**config.mk**
```make
export PLATFORM = sky130hd
export DESIGN_NAME = jfpjc_stream_sequencer
export DESIGN_NICKNAME = d
export VERILOG_FILES = /design/src/rtl/jfpjc_stream_sequencer.sv
export SDC_FILE = /design/constraint.sdc
export NUM_CORES = 1
export LEC_CHECK = 0
export CAP_MARGIN = 30
export CORE_MARGIN = 2
export CORE_UTILIZATION = 52
export DETAILED_ROUTE_END_ITERATION = 6
export PLACE_DENSITY = 0.73
export SLEW_MARGIN = 5
export SYNTH_ARGS = -nofsm -noshare
export SYNTH_HDL_FRONTEND = slang
export SYNTH_SLANG_ARGS = --single-unit
```
**constraint.sdc**
```tcl
create_clock -name clock -period 5.9 [get_ports clock]
set_input_delay 1.18 -clock clock [delete_from_list [all_inputs] [get_ports clock]]
set_output_delay 1.18 -clock clock [all_outputs]
set_load 0.05 [all_outputs]
```
**src/rtl/jfpjc_stream_sequencer.sv**
```systemverilog
// Frame-level output controller: emits the JPEG header (quant table spliced in from
// its own EBR), forwards buffered entropy-coded bytes, then appends the EOI marker.
module jfpjc_stream_sequencer #(
  parameter int HEADER_LEN      = 328,
  parameter int QUANT_OFFSET    = 25,
  parameter int FIFO_DEPTH_LOG2 = 4
) (
  input  logic       clock,
  input  logic       nreset,
  input  logic       frame_start,
  input  logic       frame_end,
  input  logic       comp_valid,
  input  logic [7:0] comp_data,
  input  logic [5:0] comp_quant_raddr,
  input  logic       comp_quant_ren,
  output logic [5:0] quant_raddr,
  output logic       quant_ren,
  input  logic [7:0] quant_dout,
  output logic [8:0] header_raddr,
  output logic       header_ren,
  input  logic [7:0] header_dout,
  output logic       out_valid,
  output logic [7:0] out_data,
  input  logic       out_ready,
  output logic       busy,
  output logic       overflow
);

  typedef enum logic [2:0] {
    IDLE, HDR_FETCH, HDR_WAIT, HDR_OUT, DATA, EOI_FF, EOI_D9
  } state_t;

  localparam int         AW       = FIFO_DEPTH_LOG2;
  localparam int         DEPTH    = 1 << FIFO_DEPTH_LOG2;
  localparam logic [8:0] Q_LO     = 9'(QUANT_OFFSET);
  localparam logic [8:0] Q_HI     = 9'(QUANT_OFFSET + 64);
  localparam logic [8:0] IDX_LAST = 9'(HEADER_LEN - 1);

  state_t      state;
  logic [8:0]  idx;
  logic        end_pending;
  logic [AW:0] wr_ptr;
  logic [AW:0] rd_ptr;
  logic [7:0]  fifo_mem [DEPTH];

  logic       in_quant;
  logic       seq_quant;
  logic       fifo_empty;
  logic       fifo_full;
  logic       out_load;
  logic       pop;
  logic       bypass;
  logic       accept;
  logic       push;
  logic       drop;
  logic [7:0] fifo_head;

  // The compressor always wins the quant EBR; the sequencer only claims it in idle slots.
  always_comb begin
    in_quant     = (idx >= Q_LO) && (idx < Q_HI);
    seq_quant    = (state == HDR_FETCH) && in_quant && !comp_quant_ren;
    quant_ren    = seq_quant | comp_quant_ren;
    quant_raddr  = seq_quant ? 6'(idx - Q_LO) : comp_quant_raddr;
    header_ren   = (state == HDR_FETCH) && !in_quant;
    header_raddr = idx;

    fifo_empty = (wr_ptr == rd_ptr);
    fifo_full  = (wr_ptr[AW] != rd_ptr[AW]) && (wr_ptr[AW-1:0] == rd_ptr[AW-1:0]);
    fifo_head  = fifo_mem[rd_ptr[AW-1:0]];

    // An empty FIFO lets a fresh compressor byte fall straight into the output register.
    out_load = (state == DATA) && (!out_valid || out_ready);
    pop      = out_load && !fifo_empty;
    bypass   = out_load && fifo_empty && comp_valid;
    accept   = comp_valid && (state != IDLE);
    push     = accept && !bypass && (!fifo_full || pop);
    drop     = accept && !bypass && fifo_full && !pop;
  end

  always_ff @(posedge clock) begin
    if (push) fifo_mem[wr_ptr[AW-1:0]] <= comp_data;
  end

  always_ff @(posedge clock or negedge nreset) begin
    if (!nreset) begin
      state       <= IDLE;
      idx         <= '0;
      end_pending <= 1'b0;
      wr_ptr      <= '0;
      rd_ptr      <= '0;
      out_valid   <= 1'b0;
      out_data    <= 8'h00;
      busy        <= 1'b0;
      overflow    <= 1'b0;
    end else begin
      if (frame_end && (state != IDLE)) end_pending <= 1'b1;
      if (drop) overflow <= 1'b1;
      if (push) wr_ptr <= wr_ptr + 1'b1;
      if (pop)  rd_ptr <= rd_ptr + 1'b1;

      case (state)
        IDLE: begin
          wr_ptr <= '0;
          rd_ptr <= '0;
          if (frame_start) begin
            state <= HDR_FETCH;
            idx   <= '0;
            busy  <= 1'b1;
          end
        end
        HDR_FETCH: begin
          if (!(in_quant && comp_quant_ren)) state <= HDR_WAIT;
        end
        HDR_WAIT: begin
          out_data  <= in_quant ? quant_dout : header_dout;
          out_valid <= 1'b1;
          state     <= HDR_OUT;
        end
        HDR_OUT: begin
          if (out_ready) begin
            out_valid <= 1'b0;
            if (idx == IDX_LAST) begin
              idx   <= '0;
              state <= DATA;
            end else begin
              idx   <= idx + 1'b1;
              state <= HDR_FETCH;
            end
          end
        end
        DATA: begin
          if (pop) begin
            out_data  <= fifo_head;
            out_valid <= 1'b1;
          end else if (bypass) begin
            out_data  <= comp_data;
            out_valid <= 1'b1;
          end else if (out_load) begin
            out_valid <= 1'b0;
            // EOI only once every buffered byte has actually left the output register.
            if (end_pending && !out_valid) begin
              state     <= EOI_FF;
              out_valid <= 1'b1;
              out_data  <= 8'hFF;
            end
          end
        end
        EOI_FF: begin
          if (out_ready) begin
            out_data <= 8'hD9;
            state    <= EOI_D9;
          end
        end
        EOI_D9: begin
          if (out_ready) begin
            out_valid   <= 1'b0;
            state       <= IDLE;
            busy        <= 1'b0;
            end_pending <= 1'b0;
          end
        end
        default: state <= IDLE;
      endcase
    end
  end

endmodule
```
==> results of run 1 <==
## flip-flops by register name, summed over array words and instances (netlist names)
signal and cells:
fifo_mem 128, header_raddr 9, out_data 8, rd_ptr 5
wr_ptr 5, state 3, busy 1, end_pending 1
out_valid 1, overflow 1
## through the flow
stage | instances | util | hold slack [ns] | instance area (sq um)
after global routing | 757 | 0.6306 | 0.5083 | 8753
after CTS | 756 | 0.6303 | 0.4851 | 8748
after floorplan | 505 | - | 0.4649 | 7391
after global placement | 724 | 0.5884 | 0.4715 | 8168
after detailed placement | 724 | 0.5884 | 0.4642 | 8168
final | 757 | 0.6306 | 0.4765 | 8753
## layer usage
layer	up-vias	GRT usage	wire (um)
met3	20	0.04336	893
met4	0	0.08736	289
met2	164	0.3510	7731
met5	-	0	0
li1	2062	-	-
met1	2217	0.2954	6682
## cell usage after synthesis, drive strengths merged, types with 3 or more instances
| cell type | n |
|---|---|
| o31ai | 7 |
| mux2i | 18 |
| nor3b | 3 |
| clkbuf | 17 |
| mux2 | 24 |
| or3 | 5 |
| nand4 | 4 |
| nor2 | 52 |
| buf | 17 |
| inv | 16 |
| mux4 | 27 |
| nand2 | 24 |
| nor2b | 5 |
| nand2b | 5 |
| o221a | 3 |
| nor3 | 11 |
| o21ai | 15 |
| o32ai | 5 |
| dfrtp | 34 |
| or2 | 3 |
| a221o | 3 |
| o221ai | 8 |
| xnor2 | 12 |
| nand3 | 5 |
| edfxtp | 128 |
| ha | 8 |
| a21oi | 13 |
| xor2 | 4 |
## power breakdown
part | total (uW) | internal (uW) | switching, uW
Combinational | 720 | 264 | 456
Sequential | 1450 | 1350 | 105
Clock | 1070 | 625 | 448
## cells by family (layout without fill, tap and decap cells)
logic type | after synthesis | after routing | synth area share
simple gates | 127 | 127 | 0.08448
xor+xnor | 16 | 16 | 0.01896
compound gates | 72 | 72 | 0.07246
flops | 162 | 162 | 0.6352
mux | 69 | 69 | 0.1447
fa+ha+maj | 9 | 9 | 0.01490
buf+inv | 50 | 122 | 0.02929
## cell usage in the layout, fill, tap and decap left out, drive strengths merged, types with 2 or more instances in the layout
master | Yosys | final
or3 | 5 | 5
xor2 | 4 | 4
ha | 8 | 8
mux4 | 27 | 27
nor3b | 3 | 3
xnor2 | 12 | 12
nand4 | 4 | 4
a221o | 3 | 3
o22a | 2 | 2
nor2 | 52 | 52
nand3 | 5 | 5
bufinv | 0 | 2
a21oi | 13 | 13
clkinvlp | 0 | 4
o32ai | 5 | 5
clkbuf | 17 | 18
edfxtp | 128 | 128
nand2b | 5 | 5
or2 | 3 | 3
mux2 | 24 | 24
or4 | 2 | 2
nand2 | 24 | 24
o21ai | 15 | 15
nor3 | 11 | 11
a21o | 2 | 2
or4b | 2 | 2
a2111oi | 2 | 2
dfrtp | 34 | 34
buf | 17 | 9
inv | 16 | 20
clkinv | 0 | 5
o221a | 3 | 3
clkdlybuf4s50 | 0 | 64
o221ai | 8 | 8
mux2i | 18 | 18
o31ai | 7 | 7
nor2b | 5 | 5
## cell type report
| class | instances | area share |
|---|---|---|
| multi-input combinational | 293 | 0.2833 |
| tap | 180 | 0.02573 |
| sequential | 162 | 0.5363 |
| clock buffer | 17 | 0.04860 |
| clock inverter | 15 | 0.01772 |
| timing repair buffer | 74 | 0.08148 |
| inverter | 16 | 0.006861 |
## critical path: stages, from the launching register on
cell                              delay [ns]
sky130_fd_sc_hd__dfrtp_1                0.47
sky130_fd_sc_hd__nor3_1                 0.41
sky130_fd_sc_hd__o21bai_1               0.18
sky130_fd_sc_hd__a2111oi_2              0.37
sky130_fd_sc_hd__buf_4                  0.27
sky130_fd_sc_hd__nor3b_4                0.38
sky130_fd_sc_hd__mux2_2                 0.38
sky130_fd_sc_hd__clkdlybuf4s50_1        0.71
## how the worst min path moves through the flow
stage                   start  cells after the start         to  slack (ns)
floorplan           wr_ptr[4]                      1  wr_ptr[4]        0.46
global placement     overflow                      1   overflow        0.47
detailed placement   overflow                      1   overflow        0.46
CTS                  overflow                      1   overflow        0.49
global route         overflow                      1   overflow        0.51
finish               overflow                      1   overflow        0.48
==> out/results.txt, run 1 <==
The flow ran to the end, and the final reports show no timing, DRC or antenna violations. The number of buffers added to fix hold violations after cts is 0, and the number of synthesized flops with an enable pin is 128. The via count of the first global-routing pass was 4399; the die boundary height was 123.2 um.

The post-route minimum period is 4.778 ns, and the power after layout is 3245 uW. The final layout contains 609 nets. The run gives 0 ns as the aggregate negative setup slack.

Synthesis produced 505 cells. 65 I/O pins were placed. Based on the critical path, the design can be clocked at up to 0.2093 GHz.

The proportion of synthesized flip-flops having asynchronous set or reset is 0.2099, and the final hold violation count is 0. The endpoint identified for the worst register-to-register timing path is fifo_mem[2][1]. The pre-CTS worst setup slack is 1.570 ns, and the routed wirelength normalized by instance count is 20.60 um.

The initialized floorplan defines 43 standard-cell rows. The highest net fanout along the worst path works out to 12. In the routed design, unresolved DRC markers number 0. The first global-routing pass estimated 24190 um of wire. The static leakage power is 0.002976 uW. Power spread over the standard cell area amounts to 370.7 mW/mm^2. Routability-driven placement finished with a final weighted congestion of 0.8627. The first detailed-routing pass took 5 iterations. The floorplan step defined a die boundary enclosing 0.01518 sq mm.

At the later pin of the worst-skew pair, clock insertion delay measures 0.43 ns. Kind of launch point of the worst setup path: a flop. The clock tree synthesis step divided the H-tree into 4 levels. The area of the mapped netlist was 0.007391 sq mm; the final worst clock skew was 0.008184 ns.

Yosys attributes the largest share of cell area to sky130_fd_sc_hd__edfxtp_1 52%, sky130_fd_sc_hd__dfrtp_1 12%, sky130_fd_sc_hd__mux4_2 8.2%, sky130_fd_sc_hd__mux2_2 3.2%, sky130_fd_sc_hd__nor2_1 2.6%. The number of max-slew violations in the final report was 0. The tools report the via count as 4463.

Among all flip-flop cells after synthesis, the most frequent one is sky130_fd_sc_hd__edfxtp_1. The core region is 0.01388 sq mm. At the pin with the least slew margin, the transition time is 1.017 ns. The category of the critical setup timing path was reg2out. The synthesized design contains 162 register bits. The tools report the total wire length after detailed routing as 15600 um.

The data arrival time of the critical path is 3.60 ns. The effective utilization at floorplan was 0.5324; the maximum resistive drop on vdd was 254.4 uV. The tools report the clock sink count as 162.

The worst path meets setup with 1.122 ns of slack. In this run the clock root is driven by a sky130_fd_sc_hd__clkbuf_16. For this block, the initial DRC count from the detailed router was 421.

The tools report the number of instances resized during post-cts repair as 0. From synthesis to final layout, the design area changed by 18.44%. TritonCTS built the clock tree. Synthesis instantiated 60 different standard cells from the library. After legalization and detailed placement, the total HPWL measured 10330 um.

The number of cells traversed by the worst register-to-register path was 6; the clock-pin transition on the worst setup and hold timing paths was 0.06 ns. Entering global routing, the biggest net connects 42 pins. Setup violations remaining at the end of the flow were counted as 0. No sink is reached through more buffers than the 2 on the longest clock path. The startpoint of the lowest-slack register-to-register path was rd_ptr[3]. In this run, CTS created clock tree buffers numbering 17. The tools report the post-synth net total as 550. The run gives 0.2184 as the global-route total usage across every layer.

Launching element of the worst setup path: header_raddr[0]. Setup repair after global routing left no endpoint under its margin. Across all register-to-register paths, the minimum setup slack is 2.75 ns. Max-cap violations in this run came to 0. For the count of nets left with antenna violations after detail routing, the log shows 0. The layout has 1027 filler cells. The critical path capture point is quant_raddr[3]. The headroom to the max-slew limit is 0.3219, and the horizontal extent of the die is 123.2 um.

The class of the most critical hold timing path is reg2reg. Number of warnings printed during yosys synthesis: 0. For the sequential cell area, the log shows 0.004695 sq mm. The tools report the kind of end point of the critical path as an output pin.

In the final layout, the multi-input gates occupy 0.002480 sq mm. The top cell type's share of synthesized area came out at 0.5201. During placement, the flow inserted port buffers numbering 64. Using the TritonRoute via totals, the vias-per-cell ratio works out to 5.896. The global-route congestion overflow total came out at 0. The share of final-layout standard cells stronger than drive strength 1 was 0.1802; the synthesized area divided by synthesized cell count was 14.64 sq um.

The diode insertion count for antenna repair is 0, and the post-CTS repair timing setup buffer count is 0. The data required time at the worst endpoint is 4.72 ns. Share of the yosys chip area belonging to registers: 0.6352. Number of antenna violations at the first check in global routing: 0. The cell accounting for the most synthesized area is sky130_fd_sc_hd__edfxtp_1.

The portion of the clock cycle consumed by the worst path in the final layout is 0.8098.
No activity file was read; power rests on OpenSTA's default activity.
==> run 2: changes to the inputs <==
--- a/config.mk
+++ b/config.mk
@@ -9,7 +9,7 @@
 export CORE_MARGIN = 2
 export CORE_UTILIZATION = 52
 export DETAILED_ROUTE_END_ITERATION = 6
-export PLACE_DENSITY = 0.73
+export PLACE_DENSITY = 0.76
 export SLEW_MARGIN = 5
 export SYNTH_ARGS = -nofsm -noshare
 export SYNTH_HDL_FRONTEND = slang
==> constraint.sdc (replaced) <==
create_clock -name clock -period 4.27 [get_ports clock]
set_input_delay 0.854 -clock clock [delete_from_list [all_inputs] [get_ports clock]]
set_output_delay 0.854 -clock clock [all_outputs]
set_load 0.05 [all_outputs]
==> run 2 against run 1 <==
Die area stayed put. Cell count is 0.13% higher. Sequential cell count stayed put. Count of clock-buffer cells in the layout is 1 higher. Critical path type unchanged. Sequential power is 39% higher. Cell area is 0.19% lower.
==> out/results.txt, run 2 (synthesized netlist as in run 1, its figures left out) <==
First-pass iteration count of the detailed router: 5 (unchanged). The run gives 3.42 ns (-1.30 ns) as the data required time at the worst endpoint. The tools report the area of the core region as 0.01388 sq mm (unchanged). Number of H-tree levels: 4 (unchanged). The kind of launch point of the worst setup path is a flop.

Diode insertion count for antenna repair: 0 (unchanged). TritonCTS built the clock tree. The run gives 397.2 uV (+56%) as the maximum resistive drop on vdd. For the total cell area at the placement stage, the log shows 0.008178 sq mm (+0.12%). The maximum number of pins on one net before global-route repair is 41 (-2.4%).

The critical path is of the reg2out type. The library cells used most frequently in the layout, excluding fill and tap cells, are 128 x sky130_fd_sc_hd__edfxtp_1, 57 x sky130_fd_sc_hd__clkdlybuf4s50_1, 52 x sky130_fd_sc_hd__nor2_1. The total of buffers placed on input and output ports is 64 (unchanged), and the number of fillers in the final layout is 1027 (unchanged). Number of buffers created by CTS: 17 (unchanged). The share of final-layout standard cells stronger than drive strength 1 was 0.1920 (+0.01180).

The logs give 0 (unchanged) for the count of maximum capacitance violations and 0.2522 GHz for the maximum clock frequency. The total wire length after detailed routing was 15770 um (+1.1%). The run gives 0 (unchanged) as the number of design rule violations left after detail routing. The via count of the first global-routing pass was 4478 (+1.8%).

The logs give 0 (unchanged) for the number of buffers added to fix hold violations after cts and 758 (+0.13%) for the post-route non-filler standard cell count. The maximum count of clock buffers along a single path came out at 2 (unchanged). Leaving out fill and tap cells, the most frequent cell in the layout is sky130_fd_sc_hd__edfxtp_1. The post-route minimum period was 3.965 ns. The slew at the pin with the worst max-slew slack was 1.062 ns (+0.04491 ns); the setup-violating endpoint count in the final report was 0 (unchanged). The number of antenna violations at the first check in global routing is 0 (unchanged). The area of the multi-input gates was 0.002480 sq mm (unchanged). The routed wirelength normalized by instance count is 20.80 um (+0.96%).

Traced cell by cell, the critical path runs through inv_1 > ha_1 > or4_4 > a311oi_2 > a2111oi_2 > buf_4 > nor2_1 > clkdlybuf4s50_1. For the effective utilization at floorplan, the log shows 0.5324 (unchanged). The horizontal extent of the die is 123.2 um (unchanged). The area of the die is 0.01518 sq mm (unchanged). The flow ran to the end, and the final reports show no timing, DRC or antenna violations. Wire length of the first global-routing pass: 24750 um (+2.3%). Power density over the cells: 509.8 mW/mm^2 (+38%). The number of flip-flops in the largest register works out to 128 (unchanged). The number of max-slew violations in the final report came out at 0 (unchanged). The tools report the clock insertion delay at the later pin of the skew report as 0.44 ns (about the same).

The tools report the static leakage power as 0.002990 uW (+0.46%). Setup repair after global routing left no endpoint under its margin. For the area of all placed cells without fillers, the log shows 0.008737 sq mm (-0.19%). The tools report the pre-CTS worst setup slack as 0.7699 ns (-0.8001 ns).

The worst setup path is captured at an output pin. Die boundary height: 123.2 um (unchanged). The least setup slack across all paths after layout was 0.3051 ns (-0.8174 ns); the area growth from synthesis to final layout was 18.22%.

The headroom to the max-slew limit was 0.2919 (-0.02994). The tools report the DRC violation total after the first TritonRoute iteration as 460 (+9.3%). The logs give 726 (+0.28%) for the number of placed instances, taps included and 0 (unchanged) for the final hold violation count. The final worst clock skew was 0.03039 ns (+0.02221 ns); the count of nets left with antenna violations after detail routing was 0 (unchanged). The top-level I/O count is 65 (unchanged). Clock-pin transition on the worst setup and hold timing paths: 0.07 ns (about the same). The placement row count was 43 (unchanged). The global-route congestion overflow total came out at 0 (unchanged). The logs give 3.11 ns (-0.49 ns) for the data arrival time of the critical path and 162 (unchanged) for the clock sink count. The placed wire-length estimate is 10400 um (+0.63%), and the final net count is 610 (+0.16%).

The run gives 0.8761 (+1.6%) as the final weighted congestion of routability-driven global placement. The global-route total usage across every layer is 0.2229 (+0.004450). The portion of the clock cycle consumed by the worst path in the final layout came out at 0.9286. The highest net fanout along the worst path was 12 (unchanged).

The aggregate negative setup slack is 0 ns (unchanged), and the stage delay of the slowest cell on the critical path is 0.80 ns (+0.09 ns). The sequential cell area came out at 0.004695 sq mm (unchanged). The logs give 0 (unchanged) for the post-CTS repair timing setup buffer count and 4581 (+2.6%) for the via count. The min-delay analysis places its worst path in the category reg2reg.

The via count normalized by instance count was 6.044 (+2.5%). The number of instances resized during post-cts repair came out at 0 (unchanged). The tools report the root buffer selected by CTS as sky130_fd_sc_hd__clkbuf_16.

The critical path's slowest cell is sky130_fd_sc_hd__clkdlybuf4s50_1.
[run 2: cell types whose count changed in the layout (fill, tap and decap cells not counted), sizes merged]
| cell | before | now |
|---|---|---|
| clkinvlp | 4 | 2 |
| buf | 9 | 18 |
| clkdlybuf4s50 | 64 | 57 |
| clkinv | 5 | 7 |
| bufinv | 2 | 1 |
[run 2: per-stage QoR]
stage          power [uW]  hold slack, ns  utilization
6_report             4454          0.5107       0.6294
4_1_cts              4471          0.4968       0.6294
3_5_place_dp         3040          0.4763       0.5891
2_1_floorplan        2678          0.4649            -
5_1_grt              4639          0.5310       0.6294
3_3_place_gp         3005          0.4858       0.5891
[run 2: worst max-delay path: cells and delay by family, from the launching register on]
kind | cells | cell delay, ns
adder cells (fa/ha/maj) | 1 | 0.19
flip-flops | 1 | 0.46
AND/OR/NAND/NOR | 2 | 0.54
buffers and inverters | 3 | 1.11
AO/OA/AOI/OAI | 2 | 0.40
[run 2: cell type report]
type                       instances  share of cell area
inverter                          16            0.006874
multi-input combinational        293              0.2838
timing repair buffer              75             0.08220
clock buffer                      18             0.04912
clock inverter                    14             0.01489
tap                              180             0.02578
sequential                       162              0.5373
[run 2: final timing paths]
| kind | endpoint | slack, ns | start | cells after the start |
|---|---|---|---|---|
| setup / recovery | header_ren | 0.31 | header_raddr[1] | 8 |
| max in group asynchronous | rd_ptr[3] | 3.08 | nreset | 2 |
| hold reg to reg | overflow | 0.51 | overflow | 1 |
| setup reg to reg | fifo_mem[11][3] | 1.34 | rd_ptr[1] | 6 |
| min in group asynchronous | out_data[2] | 0.83 | nreset | 2 |
| hold / removal | overflow | 0.51 | overflow | 1 |
[run 2: layer usage]
| metal | up-vias | track usage | share of wire |
|---|---|---|---|
| li1 | 2060 | - | - |
| met1 | 2333 | 0.3144 | 0.43 |
| met2 | 170 | 0.3434 | 0.49 |
| met3 | 18 | 0.05766 | 0.068 |
| met4 | 0 | 0.06960 | 0.011 |
| met5 | - | 0 | 0 |
[run 2: report_power, final]
group          switching (uW)  internal (uW)  leakage (uW)
Sequential                150           1860       0.00159
Combinational             645            368       0.00113
Clock                     620            808      0.000268
==> run 3: changes to the inputs <==
--- a/config.mk
+++ b/config.mk
@@ -8,6 +8,7 @@
 export CAP_MARGIN = 30
 export CORE_MARGIN = 2
 export CORE_UTILIZATION = 52
+export CTS_CLUSTER_SIZE = 24
 export DETAILED_ROUTE_END_ITERATION = 6
 export PLACE_DENSITY = 0.76
 export SLEW_MARGIN = 5
==> results of run 3 <==
The final DEF is identical to that of run 2; final timing and power are the same.
